### config.mk
export PLATFORM = sky130hd
export DESIGN_NAME = ram_wr_arbiter
export DESIGN_NICKNAME = d
export VERILOG_FILES = /design/src/rtl/game_pkg.sv /design/src/rtl/ram_wr_arbiter_wr_port_reg.sv /design/src/rtl/ram_wr_arbiter.sv
export SDC_FILE = /design/constraint.sdc
export NUM_CORES = 1
export LEC_CHECK = 0
export CORE_MARGIN = 5
export CORE_UTILIZATION = 43
export CTS_BUF_LIST = sky130_fd_sc_hd__clkbuf_16
export DETAILED_ROUTE_END_ITERATION = 7
export PLACE_DENSITY = 0.95
export SLEW_MARGIN = 20
export SYNTH_ARGS = -nofsm -noshare
export SYNTH_HDL_FRONTEND = slang
export SYNTH_SLANG_ARGS = --single-unit
### constraint.sdc
create_clock -name clk_i -period 4.2 [get_ports clk_i]
set_input_delay 0.42 -clock clk_i [delete_from_list [all_inputs] [get_ports clk_i]]
set_output_delay 0.42 -clock clk_i [all_outputs]
set_load 0.01 [all_outputs]
### src/rtl/game_pkg.sv
// Shared types and frame constants for the sand simulation.
// Used by the update engine, the frame copy and the RAM write arbiter.
package game_pkg;

  localparam int GAME_COLUMNS = 640;
  localparam int GAME_ROWS    = 480;
  localparam int FRAME_CELLS  = GAME_COLUMNS * GAME_ROWS;

  typedef enum logic [1:0] {
    IDLE,
    SIM_OWN,
    USR_OWN
  } arb_state_t;

endpackage

### src/rtl/ram_wr_arbiter_wr_port_reg.sv
// Registered RAM write stage: picks the accepted beat,
// range checks its address and drives the write strobe.
module wr_port_reg
  import game_pkg::*;
#(
  parameter int ADDR_WIDTH = 19,
  parameter int DATA_WIDTH = 1,
  parameter int CELLS      = FRAME_CELLS
) (
  input  logic                  clk_i,
  input  logic                  reset_i,
  input  logic                  sim_acc_i,
  input  logic                  usr_acc_i,
  input  logic [ADDR_WIDTH-1:0] sim_addr_i,
  input  logic [DATA_WIDTH-1:0] sim_data_i,
  input  logic [ADDR_WIDTH-1:0] usr_addr_i,
  input  logic [DATA_WIDTH-1:0] usr_data_i,
  output logic [ADDR_WIDTH-1:0] ram_addr_o,
  output logic [DATA_WIDTH-1:0] ram_data_o,
  output logic                  ram_en_o,
  output logic                  addr_err_o
);

  localparam logic [ADDR_WIDTH:0] LP_LIMIT =
    (ADDR_WIDTH+1)'(CELLS);

  logic                  w_acc;
  logic                  w_in_range;
  logic [ADDR_WIDTH-1:0] w_addr;
  logic [DATA_WIDTH-1:0] w_data;

  logic [ADDR_WIDTH-1:0] r_addr;
  logic [DATA_WIDTH-1:0] r_data;
  logic                  r_en;
  logic                  r_err;

  // grants are one-hot, so at most one accept is live
  assign w_acc      = sim_acc_i | usr_acc_i;
  assign w_addr     = usr_acc_i ? usr_addr_i : sim_addr_i;
  assign w_data     = usr_acc_i ? usr_data_i : sim_data_i;
  assign w_in_range = {1'b0, w_addr} < LP_LIMIT;

  always_ff @(posedge clk_i) begin
    if (!reset_i) begin
      r_addr <= '0;
      r_data <= '0;
      r_en   <= 1'b0;
      r_err  <= 1'b0;
    end else begin
      r_en  <= w_acc & w_in_range;
      r_err <= w_acc & ~w_in_range;
      if (w_acc) begin
        r_addr <= w_addr;
        r_data <= w_data;
      end
    end
  end

  assign ram_addr_o = r_addr;
  assign ram_data_o = r_data;
  assign ram_en_o   = r_en;
  assign addr_err_o = r_err;

endmodule

### src/rtl/ram_wr_arbiter.sv
// Burst arbiter for the simulation RAM write port:
// SIM has priority, USR is protected by a starvation limit.
module ram_wr_arbiter
  import game_pkg::*;
#(
  parameter int ACTIVE_COLUMNS = GAME_COLUMNS,
  parameter int ACTIVE_ROWS    = GAME_ROWS,
  parameter int ADDR_WIDTH     = $clog2(ACTIVE_COLUMNS*ACTIVE_ROWS),
  parameter int DATA_WIDTH     = 1,
  parameter int MAX_WAIT       = 64
) (
  input  logic                  clk_i,
  input  logic                  reset_i,
  input  logic                  sim_req_i,
  input  logic                  sim_last_i,
  input  logic [ADDR_WIDTH-1:0] sim_wr_address_i,
  input  logic [DATA_WIDTH-1:0] sim_wr_data_i,
  output logic                  sim_gnt_o,
  input  logic                  usr_req_i,
  input  logic                  usr_last_i,
  input  logic [ADDR_WIDTH-1:0] usr_wr_address_i,
  input  logic [DATA_WIDTH-1:0] usr_wr_data_i,
  output logic                  usr_gnt_o,
  output logic [ADDR_WIDTH-1:0] ram_wr_address_o,
  output logic [DATA_WIDTH-1:0] ram_wr_data_o,
  output logic                  ram_wr_en_o,
  output logic                  addr_err_o
);

  localparam int WW = $clog2(MAX_WAIT+1);
  localparam logic [WW-1:0] LP_MAX = WW'(MAX_WAIT);

  arb_state_t    r_state;
  logic [WW-1:0] r_wait_cnt;

  logic w_sim_acc;
  logic w_usr_acc;
  logic w_starved;

  assign sim_gnt_o = (r_state == SIM_OWN);
  assign usr_gnt_o = (r_state == USR_OWN);
  assign w_sim_acc = sim_req_i & sim_gnt_o;
  assign w_usr_acc = usr_req_i & usr_gnt_o;
  assign w_starved = usr_req_i & (r_wait_cnt == LP_MAX);

  always_ff @(posedge clk_i) begin
    if (!reset_i) begin
      r_state    <= IDLE;
      r_wait_cnt <= '0;
    end else begin
      if (!usr_req_i || r_state == USR_OWN)
        r_wait_cnt <= '0;
      else if (r_wait_cnt != LP_MAX)
        r_wait_cnt <= r_wait_cnt + 1'b1;

      unique case (r_state)
        IDLE: begin
          if (sim_req_i)      r_state <= SIM_OWN;
          else if (usr_req_i) r_state <= USR_OWN;
        end
        SIM_OWN: begin
          // preemption leaves SIM parked mid-burst until re-granted
          if (w_starved)
            r_state <= USR_OWN;
          else if (w_sim_acc && sim_last_i) begin
            if (usr_req_i)      r_state <= USR_OWN;
            else if (sim_req_i) r_state <= SIM_OWN;
            else                r_state <= IDLE;
          end
        end
        USR_OWN: begin
          if (w_usr_acc && usr_last_i) begin
            if (sim_req_i)      r_state <= SIM_OWN;
            else if (usr_req_i) r_state <= USR_OWN;
            else                r_state <= IDLE;
          end
        end
        default: r_state <= IDLE;
      endcase
    end
  end

  wr_port_reg #(
    .ADDR_WIDTH (ADDR_WIDTH),
    .DATA_WIDTH (DATA_WIDTH),
    .CELLS      (ACTIVE_COLUMNS*ACTIVE_ROWS)
  ) u_wr_port (
    .clk_i      (clk_i),
    .reset_i    (reset_i),
    .sim_acc_i  (w_sim_acc),
    .usr_acc_i  (w_usr_acc),
    .sim_addr_i (sim_wr_address_i),
    .sim_data_i (sim_wr_data_i),
    .usr_addr_i (usr_wr_address_i),
    .usr_data_i (usr_wr_data_i),
    .ram_addr_o (ram_wr_address_o),
    .ram_data_o (ram_wr_data_o),
    .ram_en_o   (ram_wr_en_o),
    .addr_err_o (addr_err_o)
  );

endmodule

==> results.json <==
{
  "wl_met3_microns": 525,
  "min_period_ns": 1.87,
  "cts_sinks": 31,
  "async_flop_share_pct": 0,
  "synth_edf_count": 0,
  "topRoutingLayerUsed": "met4",
  "yosysWarnings": 0,
  "hp-class": "reg2reg",
  "tns_ns": 0,
  "crit_type": "in2reg",
  "via_per_inst": 5.33,
  "dieArea_sq_um": 4510,
  "gp_congestion": 0.767,
  "cpLargestDelayFamily": "simple AND/OR/NAND/NOR gates",
  "die_y_microns": 67.2,
  "coreArea_sq_um": 3100,
  "pwr-share-seq_pct": 40.7,
  "wl_per_cell_microns": 13.8,
  "syn_inst": 184,
  "cts_resized": 0,
  "crit_arrival_ns": 2.08,
  "slowest_delay_ns": 0.68,
  "diodes": 0,
  "grt_usage_pct": 19.7,
  "io_buffers": 69,
  "dpl_cell_area_sq_um": 2120,
  "met1_length_microns": 1560,
  "clk_latency_ns": 0.27,
  "synth-seq-area-share_pct": 44.1,
  "peakVddDrop_mv": 0.218,
  "synth_top_area_share_pct": 44.1,
  "final_area_sq_um": 2250,
  "ys_ff_latch": 31,
  "final_common_cell": "clkdlybuf4s50_1",
  "initial_core_util_pct": 45.3,
  "fp.dieW_microns": 67.2,
  "cts_tree": "built",
  "setup_viol": 0,
  "worst_path_most_repeated_cell": "and3b_1",
  "post_cts_buffers": 0,
  "hold_slack_ns": 0.469,
  "numCtsBuffers": 5,
  "drtIter0Drc": 65,
  "final_antenna_net_count": 0,
  "p_clk_share_pct": 40.6,
  "grt_pass1_vias": 1508,
  "synth.net_count": 232,
  "cts_root_buffer": "clkbuf_16",
  "drt_wl_total_microns": 4090,
  "cts_htree_levels": 2,
  "grt_max_degree": 42,
  "slowest_stage": "and3b_1",
  "leakagePower_uw": 0.000809,
  "required_ns": 4.41,
  "crit_path_max_fanout": 21,
  "nets": 298,
  "yosysTopAreaCell": "dfxtp_1",
  "end_kind": "flip-flop",
  "drc_errors": 0,
  "first_pass_iters": 4,
  "swShare_pct": 23.4,
  "path_buf_inv": 1,
  "tightest_slew_ns": 0.827,
  "power_density_nw_per_um2": 357,
  "comb_power_share_pct": 18.8,
  "synth_ff_type": "dfxtp_1",
  "syn2layout_area_growth_pct": 60.3,
  "synth_area_leaders": "dfxtp_1 (44%), nand2_1 (13%), o21ai_0 (9.6%)",
  "avgSynthCellArea_sq_um": 7.64,
  "clk_pin_slew_ns": 0.05,
  "drive_gt1_share_pct": 2.79,
  "rsz0062_at_grt": "false",
  "hold_viol": 0,
  "p_int_uw": 616,
  "dp_hpwl_microns": 3070,
  "synth_cell_types": 26,
  "grt_pass1_wl_microns": 6670,
  "power.switching_uw": 188,
  "slew_headroom_pct": 44.7,
  "antenna_found_initial": 0,
  "status": "finished clean",
  "cp-start-kind": "primary input",
  "wl_met2_microns": 1960,
  "rows": 20,
  "drv_slew": 0,
  "syn_area_sq_um": 1410,
  "route.vias.total": 1573,
  "skew_ns": 0.00332,
  "fin_crit_sh_pct": 44.4,
  "fmax_ghz": 0.536,
  "power.total_uw": 804,
  "r2r_slack_ns": 2.57,
  "layout_common_cells": "clkdlybuf4s50_1 (69), nand2_1 (48), dfxtp_1 (31)",
  "ioPinCount": 70,
  "cp_cell_sequence": "clkdlybuf4s50_1 > and3b_1 > o21ai_0 > and3b_1",
  "drv_cap": 0,
  "grt_overflow": 0,
  "hold_buffers": 0,
  "final_cells": 295,
  "clock_path_buffers": 2,
  "dpl.cell_count": 287
}
## layout make-up
| cell class | count | area (sq um) |
|---|---|---|
| Fill cell | 273 | 848 |
| Multi-Input combinational cell | 136 | 721 |
| Timing Repair Buffer | 70 | 698 |
| Sequential cell | 31 | 621 |
| Clock buffer | 5 | 125 |
| Tap cell | 44 | 55.1 |
| Inverter | 6 | 22.5 |
| Clock inverter | 3 | 12.5 |
## registers in the layout, indices dropped and copies added, names as in the netlist
| signal | count |
|---|---|
| u_wr_port.ram_addr_o | 19 |
| r_wait_cnt | 7 |
| r_state | 2 |
| u_wr_port.addr_err_o | 1 |
| u_wr_port.ram_data_o | 1 |
| u_wr_port.ram_en_o | 1 |
## final timing paths
check                                  startpoint                                    to  depth (start not counted)
max                                     sim_req_i       u_wr_port.addr_err_o$_SDFF_PN0_                          4
min          u_wr_port.ram_addr_o[5]$_SDFFE_PN0P_  u_wr_port.ram_addr_o[5]$_SDFFE_PN0P_                          2
min reg2reg  u_wr_port.ram_addr_o[5]$_SDFFE_PN0P_  u_wr_port.ram_addr_o[5]$_SDFFE_PN0P_                          2
max reg2reg               r_state[0]$_SDFFE_PN0P_       u_wr_port.addr_err_o$_SDFF_PN0_                          3
## Yosys cell counts (3+ instances only)
| cell type | number |
|---|---|
| or3_1 | 3 |
| inv_1 | 6 |
| a21oi_1 | 8 |
| and3b_1 | 3 |
| o211ai_1 | 4 |
| a31oi_1 | 20 |
| dfxtp_1 | 31 |
| clkbuf_1 | 10 |
| nor2_1 | 3 |
| nand3_1 | 3 |
| nand2_1 | 48 |
| o21ai_0 | 27 |
## per-layer routing
metal,track usage [%],vias to the layer above
met1,21.7,715
met3,9.32,5
met4,6.08,0
li1,-,781
met5,0,-
met2,33.5,72
## per-stage QoR
| stage | util [%] | setup WS (ns) |
|---|---|---|
| 6_report | 72.7 | 2.33 |
| 2_1_floorplan | - | 2.76 |
| 3_5_place_dp | 68.2 | 2.06 |
| 5_1_grt | 72.7 | 2.21 |
| 3_3_place_gp | 68.2 | 2.11 |
| 4_1_cts | 72.7 | 2.33 |
## kinds of logic after synthesis
family	share of synthesized area (%)
AO/OA/AOI/OAI	25.9
XOR/XNOR	1.87
adder cells (fa/ha/maj)	1.78
buffers and inverters	4.63
flip-flops	44.1
AND/OR/NAND/NOR	21.7
## worst min-delay path: stages (launching register included)
cell,delay [ns]
dfxtp_1,0.30
nand2_1,0.05
a31oi_1,0.06
## power groups by stage
stage / Sequential [uW] / Clock [uW] / Combinational, uW
after floorplan: 339 / 0 / 51.7
after global placement: 332 / 0 / 148
after detailed placement: 332 / 0 / 151
after CTS: 327 / 334 / 152
after global routing: 329 / 350 / 165
final: 327 / 326 / 151
(Power assumes the default switching activity.)
==> RTL change: new RTL, config.mk and constraints unchanged <==
The package constant `GAME_COLUMNS` goes from 640 to 320.
--- a/src/rtl/game_pkg.sv
+++ b/src/rtl/game_pkg.sv
@@ -3,5 +3,5 @@
 package game_pkg;
 
-  localparam int GAME_COLUMNS = 640;
+  localparam int GAME_COLUMNS = 320;
   localparam int GAME_ROWS    = 480;
   localparam int FRAME_CELLS  = GAME_COLUMNS * GAME_ROWS;
Ports: changed (resized ram_wr_address_o, sim_wr_address_i and usr_wr_address_i); port bits go from 70 to 67. The function was not compared with the original's and may differ.
==> RTL change against the original RTL <==
Core utilization decreased by 4.8 points; critical path depth increased by 1; wire length up 1.5%; combinational power increased by 58%; clock power shrank 4%; worst setup slack got worse by 0.49 ns; synthesized area rose by 4.8%; power is 11% higher; sequential cell count down 1; design area rose by 0.50%; critical endpoint is now u_wr_port.ram_en_o$_SDFF_PN0_.
==> RTL change: results (changes against the original RTL) <==
set qor(outcome) {finished, final reports clean}
set qor(largest_register_ff_count) 18 ;# -1
set qor(post-layout-total-power_mw) 0.8957 ;# +11%
set qor(finalWeightedCongestion) 0.8089 ;# +5.4%
set qor(gr-usage-all-layers) 0.1805 ;# -0.01637
set qor(grtUsageMet2) 0.3290 ;# -0.006006
set qor(synth.distinct_cells) 37 ;# +42%
set qor(yosys.area_share.xor_xnor) 0.03565 ;# +0.01697
set qor(ys_top_cells_by_area) {sky130_fd_sc_hd__dfxtp_1 (41%), sky130_fd_sc_hd__nand2_1 (9.4%), sky130_fd_sc_hd__o211a_1 (8.8%), sky130_fd_sc_hd__nand3_1 (6.8%), sky130_fd_sc_hd__nor2_1 (2.8%)}
set qor(worst_clock_skew_ns) 0.002870 ;# -0.0004470 ns
set qor(wl_met3_um) 342 ;# -35%
set qor(wl_met1_um) 1610 ;# +3.3%
set qor(synth_fp_nets) 225 ;# -3.0%
set qor(ir_worst_vdd_mv) 0.2885 ;# +32%
set qor(critical_path.max_fanout) 22 ;# +4.8%
set qor(layout-drive-gt1-share) 0.03766 ;# +0.009768
set qor(slowest_delay_ns) 0.70 ;# +0.02 ns
set qor(via_count_of_the_first_global_routing_pass) 1455 ;# -3.5%
set qor(yosysSeqAreaShare) 0.4075 ;# -0.03381
set qor(routed_wirelength_normalized_by_instance_count_um) 14.54 ;# +5.0%
set qor(wire_length_of_the_first_global_routing_pass_um) 6299 ;# -5.6%
set qor(timing.slew.headroom) 0.4532 ;# +0.006484
set qor(grt.met1_usage) 0.1904 ;# -0.02612
set qor(detailed_place_hpwl_um) 3001 ;# -2.3%
set qor(met2RoutedLength_um) 2119 ;# +8.3%
set qor(numPortBuffers) 66 ;# -4.3%
set qor(synth.area.mux_share) 0.006791 ;# +0.006791
==> RTL change: final cells by class <==
class,instances,area (µm²),area share
Multi-Input combinational cell,132,795.8,0.3512
Timing Repair Buffer,67,668.1,0.2949
Sequential cell,30,600.6,0.2650
Clock buffer,5,125.1,0.05522
Tap cell,46,57.56,0.02540
Inverter,4,15.01,0.006626
Clock inverter,1,3.754,0.001657
==> RTL change: per-stage QoR <==
step	hold slack [ns]	cells	area (µm²)
after floorplan	0.4876	179	1474
after global placement	0.4540	279	2137
after detailed placement	0.4641	279	2137
after CTS	0.4704	285	2266
after global routing	0.4881	285	2266
final	0.4664	285	2266
==> RTL change: worst max-delay path: cells and delay by family <==
family	cells	cell delay, ns
AND/OR/NAND/NOR	3	1.34
buffers and inverters	1	0.60
AO/OA/AOI/OAI	1	0.14
==> RTL change: worst max-delay path by stage <==
stage | from | to | cells after the start
after floorplan | sim_req_i | u_wr_port.ram_en_o$_SDFF_PN0_ | 5
after global placement | sim_req_i | u_wr_port.ram_en_o$_SDFF_PN0_ | 5
after detailed placement | sim_req_i | u_wr_port.ram_en_o$_SDFF_PN0_ | 5
after CTS | sim_req_i | u_wr_port.ram_en_o$_SDFF_PN0_ | 5
after global routing | sim_req_i | u_wr_port.ram_en_o$_SDFF_PN0_ | 5
final | sim_req_i | u_wr_port.ram_en_o$_SDFF_PN0_ | 5
==> RTL change: power groups by stage <==
stage / clock network [mW] / logic (mW) / registers (mW)
after floorplan: 0 / 0.120 / 0.349
after global placement: 0 / 0.234 / 0.345
after detailed placement: 0 / 0.240 / 0.347
after CTS: 0.320 / 0.241 / 0.342
after global routing: 0.332 / 0.263 / 0.346
final: 0.314 / 0.239 / 0.343
